===== config.mk =====
export PLATFORM = sky130hd
export DESIGN_NAME = quick_spi
export DESIGN_NICKNAME = d
export VERILOG_FILES = /design/src/rtl/quick_spi.sv
export SDC_FILE = /design/constraint.sdc
export NUM_CORES = 1
export LEC_CHECK = 0
export BUFFER_PORTS_ARGS = -buffer_cell sky130_fd_sc_hd__buf_4
export CAP_MARGIN = 20
export CORE_UTILIZATION = 52
export DETAILED_ROUTE_END_ITERATION = 8
export PLACE_DENSITY = 0.74
export SLEW_MARGIN = 30
export SYNTH_ARGS = -nofsm -noshare
export SYNTH_HDL_FRONTEND = slang
export SYNTH_SLANG_ARGS = --single-unit

===== constraint.sdc =====
create_clock -name clk -period 2.31 [get_ports clk]
set_input_delay 0.231 -clock clk [delete_from_list [all_inputs] [get_ports clk]]
set_output_delay 0.231 -clock clk [all_outputs]
set_load 0.01 [all_outputs]

===== src/rtl/quick_spi.sv =====
// Half-duplex SPI master: shifts out a write word, then shifts in a read word, MSB first.
// sclk runs at clk/2; every output is registered.
module quick_spi #(
  parameter int unsigned OUTGOING_DATA_WIDTH = 16,
  parameter int unsigned INCOMING_DATA_WIDTH = 8,
  parameter int unsigned NUMBER_OF_SLAVES    = 2,
  parameter int unsigned SLAVE_INDEX         = 0,
  parameter logic        CPOL                = 1'b0
) (
  input  logic                           clk,
  input  logic                           reset_n,
  input  logic                           enable,
  output logic                           busy,
  input  logic [OUTGOING_DATA_WIDTH-1:0] outgoing_data,
  output logic [INCOMING_DATA_WIDTH-1:0] incoming_data,
  output logic                           mosi,
  input  logic                           miso,
  output logic                           sclk,
  output logic [NUMBER_OF_SLAVES-1:0]    ss_n
);

  localparam int unsigned OW = OUTGOING_DATA_WIDTH;
  localparam int unsigned IW = INCOMING_DATA_WIDTH;
  localparam int unsigned NS = NUMBER_OF_SLAVES;
  localparam int unsigned CW = $clog2(((OW > IW) ? OW : IW) + 1);
  localparam logic [NS-1:0] SS_IDLE = {NS{1'b1}};
  localparam logic [NS-1:0] SS_SEL  = ~(NS'(1) << SLAVE_INDEX);

  typedef enum logic [1:0] {IDLE, WRITE, READ} state_t;

  state_t        state, state_nxt;
  logic          phase, phase_nxt;       // 1 once the leading edge of the current bit has happened
  logic [CW-1:0] bit_cnt, bit_cnt_nxt;
  logic [OW-1:0] tx_sr, tx_sr_nxt, tx_shift;
  logic [IW-1:0] rx_sr, rx_sr_nxt;
  logic          busy_nxt, sclk_nxt, mosi_nxt;
  logic [NS-1:0] ss_n_nxt;
  logic [IW-1:0] incoming_data_nxt;

  assign tx_shift = tx_sr << 1;

  // State and registered outputs
  always_ff @(posedge clk or negedge reset_n) begin
    if (!reset_n) begin
      state         <= IDLE;
      phase         <= 1'b0;
      bit_cnt       <= '0;
      tx_sr         <= '0;
      rx_sr         <= '0;
      busy          <= 1'b0;
      sclk          <= CPOL;
      mosi          <= 1'b0;
      ss_n          <= SS_IDLE;
      incoming_data <= '0;
    end else begin
      state         <= state_nxt;
      phase         <= phase_nxt;
      bit_cnt       <= bit_cnt_nxt;
      tx_sr         <= tx_sr_nxt;
      rx_sr         <= rx_sr_nxt;
      busy          <= busy_nxt;
      sclk          <= sclk_nxt;
      mosi          <= mosi_nxt;
      ss_n          <= ss_n_nxt;
      incoming_data <= incoming_data_nxt;
    end
  end

  // Next-state and next-output logic
  always_comb begin
    state_nxt         = state;
    phase_nxt         = phase;
    bit_cnt_nxt       = bit_cnt;
    tx_sr_nxt         = tx_sr;
    rx_sr_nxt         = rx_sr;
    busy_nxt          = busy;
    sclk_nxt          = sclk;
    mosi_nxt          = mosi;
    ss_n_nxt          = ss_n;
    incoming_data_nxt = incoming_data;

    unique case (state)
      IDLE: begin
        if (enable) begin
          state_nxt   = WRITE;
          phase_nxt   = 1'b0;
          bit_cnt_nxt = '0;
          tx_sr_nxt   = outgoing_data;
          mosi_nxt    = outgoing_data[OW-1];
          busy_nxt    = 1'b1;
          ss_n_nxt    = SS_SEL;
        end
      end

      WRITE: begin
        if (!phase) begin
          sclk_nxt  = ~CPOL;
          phase_nxt = 1'b1;
        end else begin
          sclk_nxt  = CPOL;
          phase_nxt = 1'b0;
          if (bit_cnt == CW'(OW - 1)) begin
            state_nxt   = READ;
            mosi_nxt    = 1'b0;
            bit_cnt_nxt = '0;
          end else begin
            tx_sr_nxt   = tx_shift;
            mosi_nxt    = tx_shift[OW-1];
            bit_cnt_nxt = bit_cnt + CW'(1);
          end
        end
      end

      READ: begin
        // The leading slot after the last read bit is the completion edge
        if (!phase) begin
          if (bit_cnt == CW'(IW)) begin
            state_nxt         = IDLE;
            busy_nxt          = 1'b0;
            ss_n_nxt          = SS_IDLE;
            incoming_data_nxt = rx_sr;
          end else begin
            sclk_nxt  = ~CPOL;
            phase_nxt = 1'b1;
            rx_sr_nxt = (rx_sr << 1) | IW'(miso);
          end
        end else begin
          sclk_nxt    = CPOL;
          phase_nxt   = 1'b0;
          bit_cnt_nxt = bit_cnt + CW'(1);
        end
      end

      default: state_nxt = IDLE;
    endcase
  end

endmodule


Word level (Yosys, flattened, before mapping)
Cells that the tools add are included.
{ "totals": {"reg_bits": 44, "in_bits": 20, "output_inout_bits": 13, "wordCells": 75} }
{ "op_classes": {"add_sub_neg": 1, "n_eq_ne": 12, "n_mux": 35, "bitwise": 3, "reduce_logical": 14} }
{ "op_table": {"columns": ["operator", "n"], "rows": [
  ["two-way mux 15 bit", 3],
  ["case mux 15 bit (2 select lines)", 1],
  ["two-way mux 5 bit", 4],
  ["two-way mux 2 bit", 8],
  ["case mux 5 bit (3 select lines)", 1],
  ["inequality test 2 bit (second input constant)", 7],
  ["two-way mux 1 bit", 12],
  ["AND reduction 4 bit", 3],
  ["equality test 5 x 4 -> 1 bit (second input constant)", 2],
  ["AND reduction 3 bit", 3],
  ["bitwise OR 8 x 1 -> 8 bit", 1],
  ["case mux 1 bit (2 select lines)", 3],
  ["case mux 2 bit (3 select lines)", 1],
  ["nonzero test 2 bit", 3],
  ["adder 5 x 1 -> 5 bit (second input constant)", 1],
  ["AND reduction 5 bit", 1],
  ["case mux 2 bit (2 select lines)", 1],
  ["AND reduction 2 bit", 2],
  ["inequality test 3 bit (second input constant)", 1],
  ["case mux 1 bit (3 select lines)", 1],
  ["nonzero test 3 bit", 1],
  ["equality test 2 x 1 -> 1 bit (second input constant)", 1],
  ["equality test 2 bit (second input constant)", 1],
  ["zero test 2 bit", 1],
  ["inverter 1 bit", 2]
]} }

Logic depth before layout (Yosys ltp)
{ "depth": {"ltp_word": 4, "mapped_depth": 9, "ltp_nobuf": 8} }

Worst setup path before layout
Ideal clock, no wire load.
{ "synth_timing": {"path_type": "flip-flop to flip-flop", "startpoint": "register bit_cnt[0]", "endpoint": "register tx_sr[10]", "setup_ns": 0.126, "arrival_time_ns": 1.766, "t_required_ns": 2.184, "setup_slack_ns": 0.418, "stages_incl_launch_ff": 10, "path_buffers": 2, "synth_period_minus_slack_ns": 1.892, "cell_sequence": "dfrtp_1 > ha_1 > nand3_1 > inv_1 > ha_1 > nand2b_1 > a211oi_1 > buf_2 > buf_2 > a21oi_1"} }
{ "synth_via": {"elab_chain_len": 3} }
{ "synth_lines": {"columns": ["element", "line_no", "text"], "rows": [
  ["from (decl)", "33", "logic [CW-1:0] bit_cnt, bit_cnt_nxt;"],
  ["from (signal assigned)", "58", "bit_cnt <= bit_cnt_nxt;"],
  ["equality test 5 x 4 -> 1 bit", "102", "if (bit_cnt == CW'(OW - 1)) begin"],
  ["inequality test 2 bit (no source line)", null, null],
  ["AND reduction 4 bit (no source line)", null, null],
  ["to (signal assigned)", "59", "tx_sr <= tx_sr_nxt;"],
  ["to (decl)", "34", "logic [OW-1:0] tx_sr, tx_sr_nxt, tx_shift;"]
]} }
No other way between the ends.
A chain may end at the register's enable or synchronous reset.

Worst setup path after layout
{ "layout_timing": {"startpoint": "register bit_cnt[1]", "endpoint": "register state[1]"} }
{ "layout_via": {"elab_chain_len": 3, "elab_cells_between_ends": 5, "cone_classes": "eq/ne (4); reduce/logical (1)"} }
{ "layout_lines": {"columns": ["element", "line_no", "text"], "rows": [
  ["equality test 5 x 4 -> 1 bit, on equally long branches", "102, 117", null],
  ["inequality test 2 bit (no source line)", null, null],
  ["AND reduction 5 bit (no source line) (*)", null, null],
  ["to (signal assigned)", "56", "state <= state_nxt;"],
  ["to (decl)", "31", "state_t state, state_nxt;"]
]} }
Mark *: on every way between the ends. The rest lies on a longest branch, timed or not.

==> results.md <==
* Final period util at between 80% and 90%
* Synthesis Warnings at 0
* Static Leakage at roughly 1.2 nW
* CP Capture Type: register
* Hold Path Depth at 2
* Clock root cell: clkbuf_8
* FF/Latch Area at roughly 1100 sq um
* Hold path endpoint: rx_sr[0]
* Final Hold Fails at 0
* DP HPWL at roughly 2800 um
* Mapped Avg Cell Area at between 10 and 15 sq um
* Grt ovf at 0
* Die Area at 4350 sq um
* Num ports at 33
* PortBufs at 31
* Wirelength per Cell at ~14 um
* Drt via density at roughly 5.4
* Initial antenna violation count at 0
* Top-area cell type share of the netlist area at between 40% and 50%
* Layout Skew at roughly 0.0044 ns
* TritonRoute pass-1 iters at 4
* Hold wc startpoint: miso
* CORE AREA at between 3000 and 4000 sq um
* Area grow syn2layout at 17.6%
* Crit path max fanout at 4
* Largest net degree at the start of global routing at 44
* Setup violators final at 0
* Data arrival, critical path at roughly 2.2 ns
* Max-slew violation count at 0
* Status: completed
* Clk sinks at 43
* CTS clk-pin slew, worst paths at 0.08 ns
* Synthesized instance count at roughly 190
* Overall via count from detail_route at 1,442
* Top cells by area, synth: dfrtp_1, mux2i_1, mux2_2, mux2_4, ha_1
* Total Routing Usage GR at between 15 and 20%
* FP Rows at 22
* Critical path class: reg2reg
* Pwr Density at around 1200 nW/um^2
* Max_slew headroom at between 60% and 70%
* Drt drc at 0
* FF-to-FF path depth at 8
* Post-Syn Area at between 2000 and 2500 sq um
* Crit Reg-Reg Startpoint: bit_cnt[1]
* Number of CTS-inserted buffers at 5
* First-pass GRT wire length at around 6400 um
* Worst skew pair latency at 0.29 ns
* Placed inst area at approximately 2400 sq um
* Power, Total at a little under 3 mW
* RSZ-0062 raised after global routing: no
* Critical path required time at 2.49 ns
* Fillcell total at roughly 310
* Antenna cells at 0
* Postcts setup bufs at 0
* Placer congestion estimate at between 0.9 and 1
* Predominant post-synthesis flop cell: dfrtp_1
* Commonest cells in the netlist: dfrtp_1, nor2_1, a21oi_1
* Detailed Route WL at ~3800 um
* DIE HEIGHT at 66.0 um
* Unique cell type count in the Yosys netlist at 35
* Synth Net Count at 214
* Number of max-cap violations at 0
* Crit path launch type: register
* Htree depth at 2
* Area of the multi-input gates at 942 sq um
* Number of global-route vias before repair at 1,392
* Cts hold-fix bufs at 1
* Nets@finish at roughly 240
* Share of cells above drive strength 1 at slightly below 30%
* Fraction of registers with async set/reset at 100%
* CTS Buffer Depth at 2
* Worst IR drop on VDD at roughly 0.59 mV
* Die width at approximately 66 um
* Fmax at about 500 MHz
* Synth area leader: dfrtp_1
* Final core utilization at about two thirds
* R2R setup slack at ~0.32 ns
* Slew @ Worst Pin at between 0.5 and 0.6 ns
* Iteration-0 DRC Markers at between 80 and 90
* Tmin final at around 2 ns
* Cell with the most instances after synthesis: dfrtp_1
* Post-synthesis register bit count at 43
* CTS tree: built
* Post-route cell area at around 2500 sq um
* Setup TNS at 0 ns
* HP Class: in2reg
* Initial core utilization at between 50% and 60%
* EDFF count, synth at 0
* Post-route antenna net violation count at 0
* Cts repair resizes at 0
* Seq/Total Area, Yosys at 50.6%
* FF-to-FF End: state[1]
==> how the worst max path moves through the flow <==
stage	end	from	cells past startpoint	slack [ns]
3_5_place_dp	state[0]	bit_cnt[1]	8	0.32
5_1_grt	state[0]	bit_cnt[1]	8	0.11
6_report	state[1]	bit_cnt[1]	8	0.32
4_1_cts	state[1]	bit_cnt[1]	8	0.32
2_1_floorplan	tx_sr[10]	bit_cnt[0]	9	0.42
3_3_place_gp	state[0]	bit_cnt[1]	8	0.37
==> where the power goes <==
part           total [mW]  switching (mW)  internal (mW)
Clock               0.576           0.254          0.322
Combinational        1.21           0.651          0.560
Sequential           1.18           0.175           1.01
Total                2.97            1.08           1.89
==> metal layers <==
layer | vias to the layer above | global-route usage [%] | share of wire (%)
met3 | 2 | 5.69 | 5.2
li1 | 702 | - | -
met2 | 44 | 30.9 | 48
met1 | 694 | 26.2 | 47
met5 | - | 0 | 0
met4 | 0 | 4.26 | 0.37
==> flip-flops by register name, indices dropped and copies added (netlist names) <==
register,flops
sclk,1
state,2
ss_n,1
rx_sr,8
phase,1
tx_sr,15
bit_cnt,5
busy,1
mosi,1
incoming_data,8
==> layout make-up <==
class	count	area share (%)
multi-input combinational	119	37.7
timing repair buffer	35	10.6
clock inverter	3	1.75
inverter	12	1.80
clock buffer	5	2.75
sequential	43	43.0
tap	48	2.40
==> through the flow <==
stage               setup slack (ns)  hold WS (ns)  std cells
global placement               0.373         0.239        256
CTS                            0.316         0.173        265
global route                   0.113         0.160        265
finish                         0.319         0.179        265
detailed placement             0.321         0.253        256
floorplan                      0.418       -0.0646        186
==> layout by cell type, fill, tap and decap left out, types with 2 or more instances in the layout <==
master    instances
mux2_4            8
o21ai_0           6
and3_1            2
o21bai_1          2
mux2_2           11
a21oi_1          17
nand3_1           2
ha_1              8
a22oi_1           2
nor2_1           18
clkbuf_8          5
inv_1            12
buf_4            34
o22ai_1           2
dfrtp_1          42
nor2b_1           3
a22o_1            4
nand2b_1          4
mux2i_1          14
nand2_1           4
==> critical path, cell delays in order (launching register included) <==
cell	delay [ns]
dfrtp_1	0.38
ha_1	0.19
nand3_1	0.10
inv_1	0.08
ha_1	0.20
nand2_1	0.07
a221o_1	0.29
a21oi_1	0.21
mux2_2	0.36
==> kinds of logic after synthesis <==
family	count (synthesis)	share of synthesized area (%)
AOI/OAI and AO/OA	39	11.4
adders and majority gates	8	4.71
buffers and inverters	24	5.29
DFF	43	50.6
muxes	33	18.1
other	1	0.176
and+or+nand+nor	38	9.71
(Power assumes the default switching activity.)
